==> config.mk <==
export PLATFORM = sky130hd
export DESIGN_NAME = seq_calc_engine
export DESIGN_NICKNAME = d
export VERILOG_FILES = /design/src/rtl/calc_pkg.sv /design/src/rtl/calc_iter_unit.sv /design/src/rtl/seq_calc_engine.sv
export SDC_FILE = /design/constraint.sdc
export NUM_CORES = 1
export LEC_CHECK = 0
export CAP_MARGIN = 15
export CORE_MARGIN = 1
export CORE_UTILIZATION = 43
export CTS_CLUSTER_SIZE = 24
export DETAILED_ROUTE_END_ITERATION = 16
export PLACE_DENSITY = 0.62
export SLEW_MARGIN = 20
export SYNTH_ARGS = -nofsm -noshare
export SYNTH_HDL_FRONTEND = slang
export SYNTH_HIERARCHICAL = 1
export SYNTH_SLANG_ARGS = --single-unit
==> constraint.sdc <==
create_clock -name clk -period 6.49 [get_ports clk]
set_clock_uncertainty 0.2 [all_clocks]
set_input_delay 1.298 -clock clk [delete_from_list [all_inputs] [get_ports clk]]
set_output_delay 1.298 -clock clk [all_outputs]
set_load 0.01 [all_outputs]
==> src/rtl/calc_pkg.sv <==
// Shared types and helpers for the sequential calculator engine.
package calc_pkg;

  typedef enum logic [2:0] {
    OP_ADD  = 3'd0,
    OP_SUB  = 3'd1,
    OP_DIV  = 3'd2,
    OP_MUL  = 3'd3,
    OP_POW2 = 3'd4
  } op_e;

  typedef enum logic [1:0] {
    IDLE,
    CALC,
    DONE
  } state_e;

  // Result width for a given operand width.
  function automatic int CALC_W(input int width);
    return 2 * width;
  endfunction

endpackage

==> src/rtl/calc_iter_unit.sv <==
// Shared multi-cycle datapath: shift-add multiply (mode=0) and restoring divide (mode=1).
// One packed accumulator {hi, lo} serves both algorithms:
//   MUL: hi accumulates partial sums, lo holds the multiplier shifting out LSB first.
//   DIV: hi is the partial remainder, lo shifts the dividend out MSB first and the
//        quotient bits in at the bottom.
// acc presents the value after the current cycle's step, so the caller can capture
// the final result on the same edge that performs the last step.
module calc_iter_unit
  import calc_pkg::*;
#(
  parameter int WIDTH = 8
) (
  input  logic               clk,
  input  logic               rst_n,
  input  logic               start,
  input  logic               mode,
  input  logic [WIDTH-1:0]   a,
  input  logic [WIDTH-1:0]   b,
  input  logic               step,
  output logic               done,
  output logic [2*WIDTH-1:0] acc
);

  localparam int CW = (WIDTH > 1) ? $clog2(WIDTH) : 1;

  logic [2*WIDTH-1:0] acc_q, acc_d;
  logic [WIDTH-1:0]   opnd_q, opnd_d;
  logic               mode_q, mode_d;
  logic [CW-1:0]      scnt_q, scnt_d;

  logic [WIDTH-1:0]   hi, lo;
  logic [WIDTH:0]     sum, sh, diff;
  logic               ge;
  logic [2*WIDTH:0]   mul_wide;
  logic [2*WIDTH-1:0] stepped;

  // One iteration of the selected algorithm.
  always_comb begin
    hi       = acc_q[2*WIDTH-1:WIDTH];
    lo       = acc_q[WIDTH-1:0];
    sum      = {1'b0, hi} + (lo[0] ? {1'b0, opnd_q} : '0);
    mul_wide = {sum, lo} >> 1;
    sh       = {hi, lo[WIDTH-1]};
    diff     = sh - {1'b0, opnd_q};
    ge       = (sh >= {1'b0, opnd_q});
    if (mode_q) begin
      stepped = {(ge ? diff[WIDTH-1:0] : sh[WIDTH-1:0]), ((lo << 1) | WIDTH'(ge))};
    end else begin
      stepped = mul_wide[2*WIDTH-1:0];
    end
  end

  // Load operands on start, otherwise advance one iteration per step.
  always_comb begin
    acc_d  = acc_q;
    opnd_d = opnd_q;
    mode_d = mode_q;
    scnt_d = scnt_q;
    if (start) begin
      acc_d  = {{WIDTH{1'b0}}, a};
      opnd_d = b;
      mode_d = mode;
      scnt_d = '0;
    end else if (step) begin
      acc_d  = stepped;
      scnt_d = scnt_q + 1'b1;
    end
  end

  // Datapath registers.
  always_ff @(posedge clk or negedge rst_n) begin
    if (!rst_n) begin
      acc_q  <= '0;
      opnd_q <= '0;
      mode_q <= 1'b0;
      scnt_q <= '0;
    end else begin
      acc_q  <= acc_d;
      opnd_q <= opnd_d;
      mode_q <= mode_d;
      scnt_q <= scnt_d;
    end
  end

  assign done = step && (scnt_q == CW'(WIDTH - 1));
  assign acc  = step ? stepped : acc_q;

endmodule

==> src/rtl/seq_calc_engine.sv <==
// Handshaked calculator engine: accepts {x, y, op}, computes, returns a 2*WIDTH result.
// Single-cycle ops resolve in one CALC cycle; MUL/DIV iterate WIDTH cycles in calc_iter_unit.
module seq_calc_engine
  import calc_pkg::*;
#(
  parameter int WIDTH = 8
) (
  input  logic                       clk,
  input  logic                       rst_n,
  input  logic                       req_valid,
  output logic                       req_ready,
  input  logic [WIDTH-1:0]           req_x,
  input  logic [WIDTH-1:0]           req_y,
  input  logic [2:0]                 req_op,
  output logic                       res_valid,
  input  logic                       res_ready,
  output logic [CALC_W(WIDTH)-1:0]   res_data,
  output logic                       res_err
);

  localparam int RW = CALC_W(WIDTH);
  localparam int CW = (WIDTH > 1) ? $clog2(WIDTH) : 1;

  state_e          state_q, state_d;
  logic [CW-1:0]   cnt_q, cnt_d;
  logic [WIDTH-1:0] x_q, x_d, y_q, y_d;
  logic [2:0]      op_q, op_d;
  logic [RW-1:0]   res_data_q, res_data_d;
  logic            res_err_q, res_err_d;

  logic            accept;
  logic            iter_op;
  logic            iter_done;
  logic [RW-1:0]   iter_acc;
  logic [CW-1:0]   last;
  logic            fin;
  logic [RW-1:0]   calc_res;
  logic            calc_err;
  logic [WIDTH:0]  add_w, sub_w;

  assign accept  = req_valid && (state_q == IDLE);
  // DIV by zero short-circuits to a single-cycle error.
  assign iter_op = (op_q == OP_MUL) || ((op_q == OP_DIV) && (y_q != '0));
  assign last    = iter_op ? CW'(WIDTH - 1) : '0;
  assign fin     = (cnt_q == last) && (!iter_op || iter_done);

  calc_iter_unit #(.WIDTH(WIDTH)) u_iter (
    .clk   (clk),
    .rst_n (rst_n),
    .start (accept),
    .mode  (req_op == OP_DIV),
    .a     (req_x),
    .b     (req_y),
    .step  ((state_q == CALC) && iter_op),
    .done  (iter_done),
    .acc   (iter_acc)
  );

  // Result and error for the latched op, valid on the final CALC cycle.
  always_comb begin
    calc_res = '0;
    calc_err = 1'b0;
    add_w    = {1'b0, x_q} + {1'b0, y_q};
    sub_w    = {1'b0, x_q} - {1'b0, y_q};
    case (op_q)
      OP_ADD:  calc_res = {{(WIDTH-1){1'b0}}, add_w};
      OP_SUB:  calc_res = {{(WIDTH-1){sub_w[WIDTH]}}, sub_w};
      OP_DIV:  begin
        if (y_q == '0) calc_err = 1'b1;
        else           calc_res = iter_acc;
      end
      OP_MUL:  calc_res = iter_acc;
      OP_POW2: begin
        if (int'(y_q) >= RW) calc_err = 1'b1;
        else                 calc_res = {{(RW-1){1'b0}}, 1'b1} << y_q;
      end
      default: calc_err = 1'b1;
    endcase
  end

  // FSM next state, operand capture and result capture.
  always_comb begin
    state_d    = state_q;
    cnt_d      = cnt_q;
    x_d        = x_q;
    y_d        = y_q;
    op_d       = op_q;
    res_data_d = res_data_q;
    res_err_d  = res_err_q;
    case (state_q)
      IDLE: begin
        if (req_valid) begin
          state_d = CALC;
          x_d     = req_x;
          y_d     = req_y;
          op_d    = req_op;
          cnt_d   = '0;
        end
      end
      CALC: begin
        if (fin) begin
          state_d    = DONE;
          res_data_d = calc_res;
          res_err_d  = calc_err;
        end else begin
          cnt_d = cnt_q + 1'b1;
        end
      end
      DONE: begin
        if (res_ready) state_d = IDLE;
      end
      default: state_d = IDLE;
    endcase
  end

  // State, operand and result registers.
  always_ff @(posedge clk or negedge rst_n) begin
    if (!rst_n) begin
      state_q    <= IDLE;
      cnt_q      <= '0;
      x_q        <= '0;
      y_q        <= '0;
      op_q       <= '0;
      res_data_q <= '0;
      res_err_q  <= 1'b0;
    end else begin
      state_q    <= state_d;
      cnt_q      <= cnt_d;
      x_q        <= x_d;
      y_q        <= y_d;
      op_q       <= op_d;
      res_data_q <= res_data_d;
      res_err_q  <= res_err_d;
    end
  end

  assign req_ready = (state_q == IDLE);
  assign res_valid = (state_q == DONE);
  assign res_data  = res_data_q;
  assign res_err   = res_err_q;

endmodule
======== Word level (Yosys, flattened, before mapping) ========
Index checks and enable logic that the tools add are counted.
W data, S select, Z words.
storage, ports and cells
  register bits after elaboration ......... 69
  input port bits ......................... 23
  output and inout port bits .............. 19
  word-level logic and storage cells ...... 74
operators by class
  $add $sub $neg .......................... 6
  $lt $le $gt $ge ......................... 2
  eq/ne operators ......................... 13
  shift-type cells ........................ 1
  mux-type cells .......................... 21
  bitwise operators ....................... 1
  reduce and logical (&&, ||, !) cells .... 19
operators by type and width
  cell                    number
  $mux W16                5
  $pmux W16 S5            1
  $add A8 B8 Y9           2
  $mux W8                 2
  $shl A1 B8 Y16 const A  1
  $mux W3                 5
  $eq A3 B2 Y1 const B    3
  $ge A9 B8 Y1            1
  $sub A8 B8 Y9           1
  $ge A8 B5 Y1 const B    1
  $logic_not A8 Y1        1
  $or A8 B1 Y8            1
  $reduce_bool A8 Y1      1
  $sub A8 B8 Y8           1
  $add A3 B1 Y3 const B   2
  $eq A3 B3 Y1 const B    2
  $mux W2                 3
  $ne A2 B2 Y1 const B    3
  $pmux W2 S3             1
  $pmux W3 S2             1
  $reduce_and A3 Y1       2
  $logic_and A1 B1 Y1     5
  $reduce_and A2 Y1       2
  $reduce_bool A2 Y1      2
  other kinds (12)        14

======== Longest topological paths before layout ========
  word-level depth ........................ 9
  depth in mapped cells ................... 13
  depth with buffers taken out ............ 12

======== Cells and area by module ========
Netlist, hierarchy kept.
by module, submodules not included
  module           times used  cells each  area each (sq um)
  seq_calc_engine  1           278         2,600.0
  calc_iter_unit   1           250         2,220.9

======== Least setup slack after synthesis ========
OpenSTA, ideal clock, no wires.
  kind .................................... reg-to-reg
  start point ............................. reg op_q[2]
  end point ............................... reg res_data_q[9] (netlist: res_data[9])
  setup time .............................. 0.126 ns
  data arrival time ....................... 3.005 ns
  setup slack ............................. 3.159 ns
  stages on the path, launching flop included .. 14
  path buffers ............................ 4
  period minus slack after synthesis ...... 3.331 ns
  cells stage by stage .................... dfrtp_1 nand2b_1 a31oi_4 clkbuf_1 and2_1 clkbuf_1 clkbuf_1 and2_1 nand4_1 mux2i_2 nand2_1 buf_2 nand2_1 o21ai_1
between the ends
  longest elaborated chain between the ends .. 8
ends and longest elaborated chain
  element                                 RTL line                text
  from (decl)                             seq_calc_engine.sv:27   logic [2:0] op_q, op_d;
  from (signal assigned)                  seq_calc_engine.sv:131  op_q <= op_d;
  $eq A3 B2 Y1                            seq_calc_engine.sv:43   assign iter_op = (op_q == OP_MUL) || ((op_q == OP_DIV) && (y_q != '0));
  $logic_and A1 B1 Y1                     seq_calc_engine.sv:43
  $logic_or A1 B1 Y1 (*)                  seq_calc_engine.sv:43
  $logic_and A1 B1 Y1 (*)                 seq_calc_engine.sv:54   .step ((state_q == CALC) && iter_op),
  $logic_and A1 B1 Y1 (*)                 calc_iter_unit.sv:85    assign done = step && (scnt_q == CW'(WIDTH - 1));
  via iter_done                           seq_calc_engine.sv:33   logic iter_done;
  $logic_or A1 B1 Y1 (*)                  seq_calc_engine.sv:45   assign fin = (cnt_q == last) && (!iter_op || iter_done);
  $logic_and A1 B1 Y1 (*)                 seq_calc_engine.sv:45
  $reduce_and A2 Y1 (no source line) (*)  -
  to (signal assigned)                    seq_calc_engine.sv:132  res_data_q <= res_data_d;
  to (decl)                               seq_calc_engine.sv:28   logic [RW-1:0] res_data_q, res_data_d;
Mark *: on every way through the listed nets, which the timed path passes. The rest lies on a longest branch.
A chain may end at the register's enable or synchronous reset.

======== Worst setup path after layout ========
  start point ............................. reg y_q[1]
  end point ............................... reg res_data_q[15] (netlist: res_data[15])
RTL lines
  element                  RTL line                text
  from (decl)              seq_calc_engine.sv:26   logic [WIDTH-1:0] x_q, x_d, y_q, y_d;
  from (signal assigned)   seq_calc_engine.sv:130  y_q <= y_d;
  $reduce_bool A8 Y1 (*)   seq_calc_engine.sv:43
  $logic_and A1 B1 Y1 (*)  seq_calc_engine.sv:43
  $logic_or A1 B1 Y1 (*)   seq_calc_engine.sv:43
  $logic_and A1 B1 Y1 (*)  seq_calc_engine.sv:54
  $mux W16 (*)             calc_iter_unit.sv:86    assign acc = step ? stepped : acc_q;
  via iter_acc[15]         seq_calc_engine.sv:34   logic [RW-1:0] iter_acc;
  $mux W16                 seq_calc_engine.sv:69   if (y_q == '0) calc_err = 1'b1;
  $pmux W16 S5 (*)         seq_calc_engine.sv:65   case (op_q)
Marks and branches as above.

==> implementation parameters <==
Parameter                              Value

Status
  Result of the run    finished, final reports clean

GRT
  Pin count of the biggest net entering global routing    70
  Global-route wire length before repair    approximately 21 mm
  Global-route usage over all layers    23.94%
  Aggregate global routing overflow    0
  Initial antenna violation count    0
  Vias in the first global route    3924

Flow run
  Count of maximum capacitance violations    0

Floorplan
  Num ports    42
  Die Wd    ~110 µm
  Area of the core    0.01089 mm²
  Die height    107.9 µm
  Total die area    0.01164 mm²
  Initial standard-cell utilization of the core    44.28%
  Site row count    38

Clock tree
  Num CTS Buffers    9
  Clock tree sinks    69
  Number of buffers added for setup after CTS    0
  H-Tree Level Count    3
  TritonCTS clock tree    built
  Clk Latency, worst-skew pair    0.35 ns
  Post-CTS clock slew at the launch and capture registers of the worst setup and hold paths    0.08 ns
  Maximum count of clock buffers along a single path    2
  Clock root cell    sky130_fd_sc_hd__clkbuf_8
  Hold-fix buffers at CTS    0
  # resized after CTS    0

Critical path
  CP Max Fanout    34
  Crit Path Class    reg2reg
  Critical Path Source Type    flop
  Worst path arrival time    3.45 ns
  Crit path capture type    flop
  Required time at the endpoint of the critical path    6.50 ns

Placed design
  Placed Cells    694
  Final HPWL DP    9.781 mm
  Weighted congestion at the end of routability-driven global placement    0.9283
  Post-Place Worst Slack    2.790 ns
  IO buf count    41
  Post-detailed-placement cell area    0.005351 mm²

Synth
  Post-Syn Nets    ~600
  Cells taking the most area after synthesis    sky130_fd_sc_hd__dfrtp_1 (36%), sky130_fd_sc_hd__ha_1 (9.1%), sky130_fd_sc_hd__mux2_2 (4.7%), sky130_fd_sc_hd__nand2_1 (4.0%), sky130_fd_sc_hd__o21ai_0 (3.6%)
  Part of the Yosys area used for sequential elements    35.82%
  Dominant register cell in the synthesized netlist    sky130_fd_sc_hd__dfrtp_1
  Number of warnings issued by yosys    6
  Cell type contributing the most total cell area after synthesis    sky130_fd_sc_hd__dfrtp_1
  Synthesized flop and latch total    69
  Cell area after technology mapping    0.004821 mm²
  Library cells used by synthesis    72
  Share of async-settable or async-resettable flops after synthesis    100.0%
  Cells after synthesis    528
  Mean Syn Cell Area    9.130 µm²
  Number of enable flip-flop cells after synthesis    0
  Area share of the largest cell type after synthesis    between 30% and 40%

Final layout
  Final cell count without fillers    710
  Fraction of final layout cells with drive strength greater than 1    10.00%
  Final core occ    50.99%
  Layout filler cell count    1014
  Post-layout nets    627
  Design area    0.005552 mm²
  Most frequent cells in the layout    sky130_fd_sc_hd__dfrtp_1 (69), sky130_fd_sc_hd__nand2_1 (51), sky130_fd_sc_hd__nor2_1 (43)
  Antenna diode instance count    0
  Area overhead of the layout relative to synthesis    15.16%
  Most common cell after layout, fill and taps aside    sky130_fd_sc_hd__dfrtp_1

STA
  Worst setup margin    approximately 3 ns
  WHS    0.2916 ns
  Aggregate negative setup slack    0 ns
  Period Utilization, post-route    approximately 53%
  Slew @ Worst Pin    0.9194 ns
  Final count of hold timing violations    0
  Final Max Slew Viols    0
  Setup Viol. Count Final    0
  Period minus WS final    ~3.4 ns
  RSZ-0062 raised after global routing    no
  Headroom to the max-slew limit    38.23%
  Maximum frequency from static timing analysis    between 200 and 300 MHz

Routing
  Via/cell ratio    5.825
  Antenna-violating nets left    0
  Final wirelength    between 10 and 15 mm
  DRC    0
  Routed length per instance    18.28 µm
  Detailed-route via count    4136
  Number of search-and-repair iterations in the first detailed-routing pass    6
  First DRT Iteration DRCs    298

Power and ir drop
  Final Total Pwr    about 3.3 mW
  Cell Pwr Density    587.7 mW/mm²
  Static Leakage    2.349 nW
  Max rail drop VDD    0.3310 mV

Hold path
  Worst min path class    reg2reg
==> worst paths after layout <==
| check | from | endpoint | slack (ns) | cells past startpoint |
|---|---|---|---|---|
| worst max-delay path | y_q[1] | res_data[15] | 3.05 | 10 |
| min in group asynchronous | rst_n | u_iter/opnd_q[2] | 0.93 | 2 |
| max in group asynchronous | rst_n | res_data[8] | 4.54 | 2 |
| worst min-delay path | res_data[13] | res_data[13] | 0.29 | 2 |
| worst min register to register | res_data[13] | res_data[13] | 0.29 | 2 |
| worst max register to register | y_q[1] | res_data[15] | 3.05 | 10 |
==> per-layer routing <==
metal	part of all wire [%]	wire, µm	GRT usage [%]	up-vias
met5	0	0	0	-
met4	2.2	288	8.219	0
met3	4.3	556	3.874	17
met2	46	5924	37.77	112
met1	48	6208	33.15	1989
li1	-	-	-	2018
==> logic make-up (layout without fill, tap and decap cells) <==
family,count (synthesis),after routing,synth area share (%)
compound gates,156,156,21.98
simple gates,169,169,17.62
buf+inv,49,91,4.023
mux,33,33,7.449
fa+ha+maj,39,39,10.74
xor+xnor,13,13,2.362
flops,69,69,35.82
==> cells in the mapped netlist (4+ instances only) <==
library cell,count
sky130_fd_sc_hd__o22ai_1,7
sky130_fd_sc_hd__a221o_1,4
sky130_fd_sc_hd__inv_1,29
sky130_fd_sc_hd__o21ai_0,35
sky130_fd_sc_hd__mux2_2,20
sky130_fd_sc_hd__clkbuf_1,14
sky130_fd_sc_hd__o211ai_1,5
sky130_fd_sc_hd__dfrtp_1,69
sky130_fd_sc_hd__nand2b_1,10
sky130_fd_sc_hd__or3_1,4
sky130_fd_sc_hd__ha_1,35
sky130_fd_sc_hd__fa_1,4
sky130_fd_sc_hd__nor2_1,43
sky130_fd_sc_hd__a21oi_1,24
sky130_fd_sc_hd__o21ai_1,19
sky130_fd_sc_hd__xnor2_1,10
sky130_fd_sc_hd__nor3_1,12
sky130_fd_sc_hd__nand2_1,51
sky130_fd_sc_hd__a22oi_1,4
sky130_fd_sc_hd__a211oi_1,7
sky130_fd_sc_hd__a221oi_1,12
sky130_fd_sc_hd__mux2i_1,12
sky130_fd_sc_hd__nand3_1,6
sky130_fd_sc_hd__nor2b_1,5
sky130_fd_sc_hd__and2_1,14
==> report_power, final <==
part | internal, mW | switching (mW)
clock | 0.189 | 0.179
sequential | 0.626 | 0.227
combinational | 0.897 | 1.14
==> registers in the layout, summed over array words and instances, names as in the netlist <==
register	count
u_iter/opnd_q	8
u_iter/scnt_q	3
y_q	8
res_data	16
state_q	2
cnt_q	3
res_err	1
u_iter/acc_q	16
x_q	8
u_iter/mode_q	1
op_q	3
==> worst max-delay path, stage by stage, from the launching register on <==
cell,delay (ns)
sky130_fd_sc_hd__dfrtp_1,0.46
sky130_fd_sc_hd__nor2_1,0.17
sky130_fd_sc_hd__a31oi_4,0.50
sky130_fd_sc_hd__and2_1,0.20
sky130_fd_sc_hd__buf_4,0.32
sky130_fd_sc_hd__clkinv_1,0.32
sky130_fd_sc_hd__nor2_1,0.34
sky130_fd_sc_hd__nand3b_1,0.14
sky130_fd_sc_hd__and4_4,0.22
sky130_fd_sc_hd__a221oi_1,0.32
sky130_fd_sc_hd__o21ai_1,0.09
==> final cells by class <==
cell class / instances / area [µm²] / area share [%]
clock inverters: 5 / 58.81 / 1.059
clock buffers: 11 / 141.4 / 2.547
inverters: 30 / 112.6 / 2.028
well taps: 140 / 175.2 / 3.155
multi-input cells: 410 / 2902 / 52.27
flip-flops and latches: 69 / 1727 / 31.10
repair buffers: 45 / 435.4 / 7.843
No activity file was read; power rests on OpenSTA's default activity.
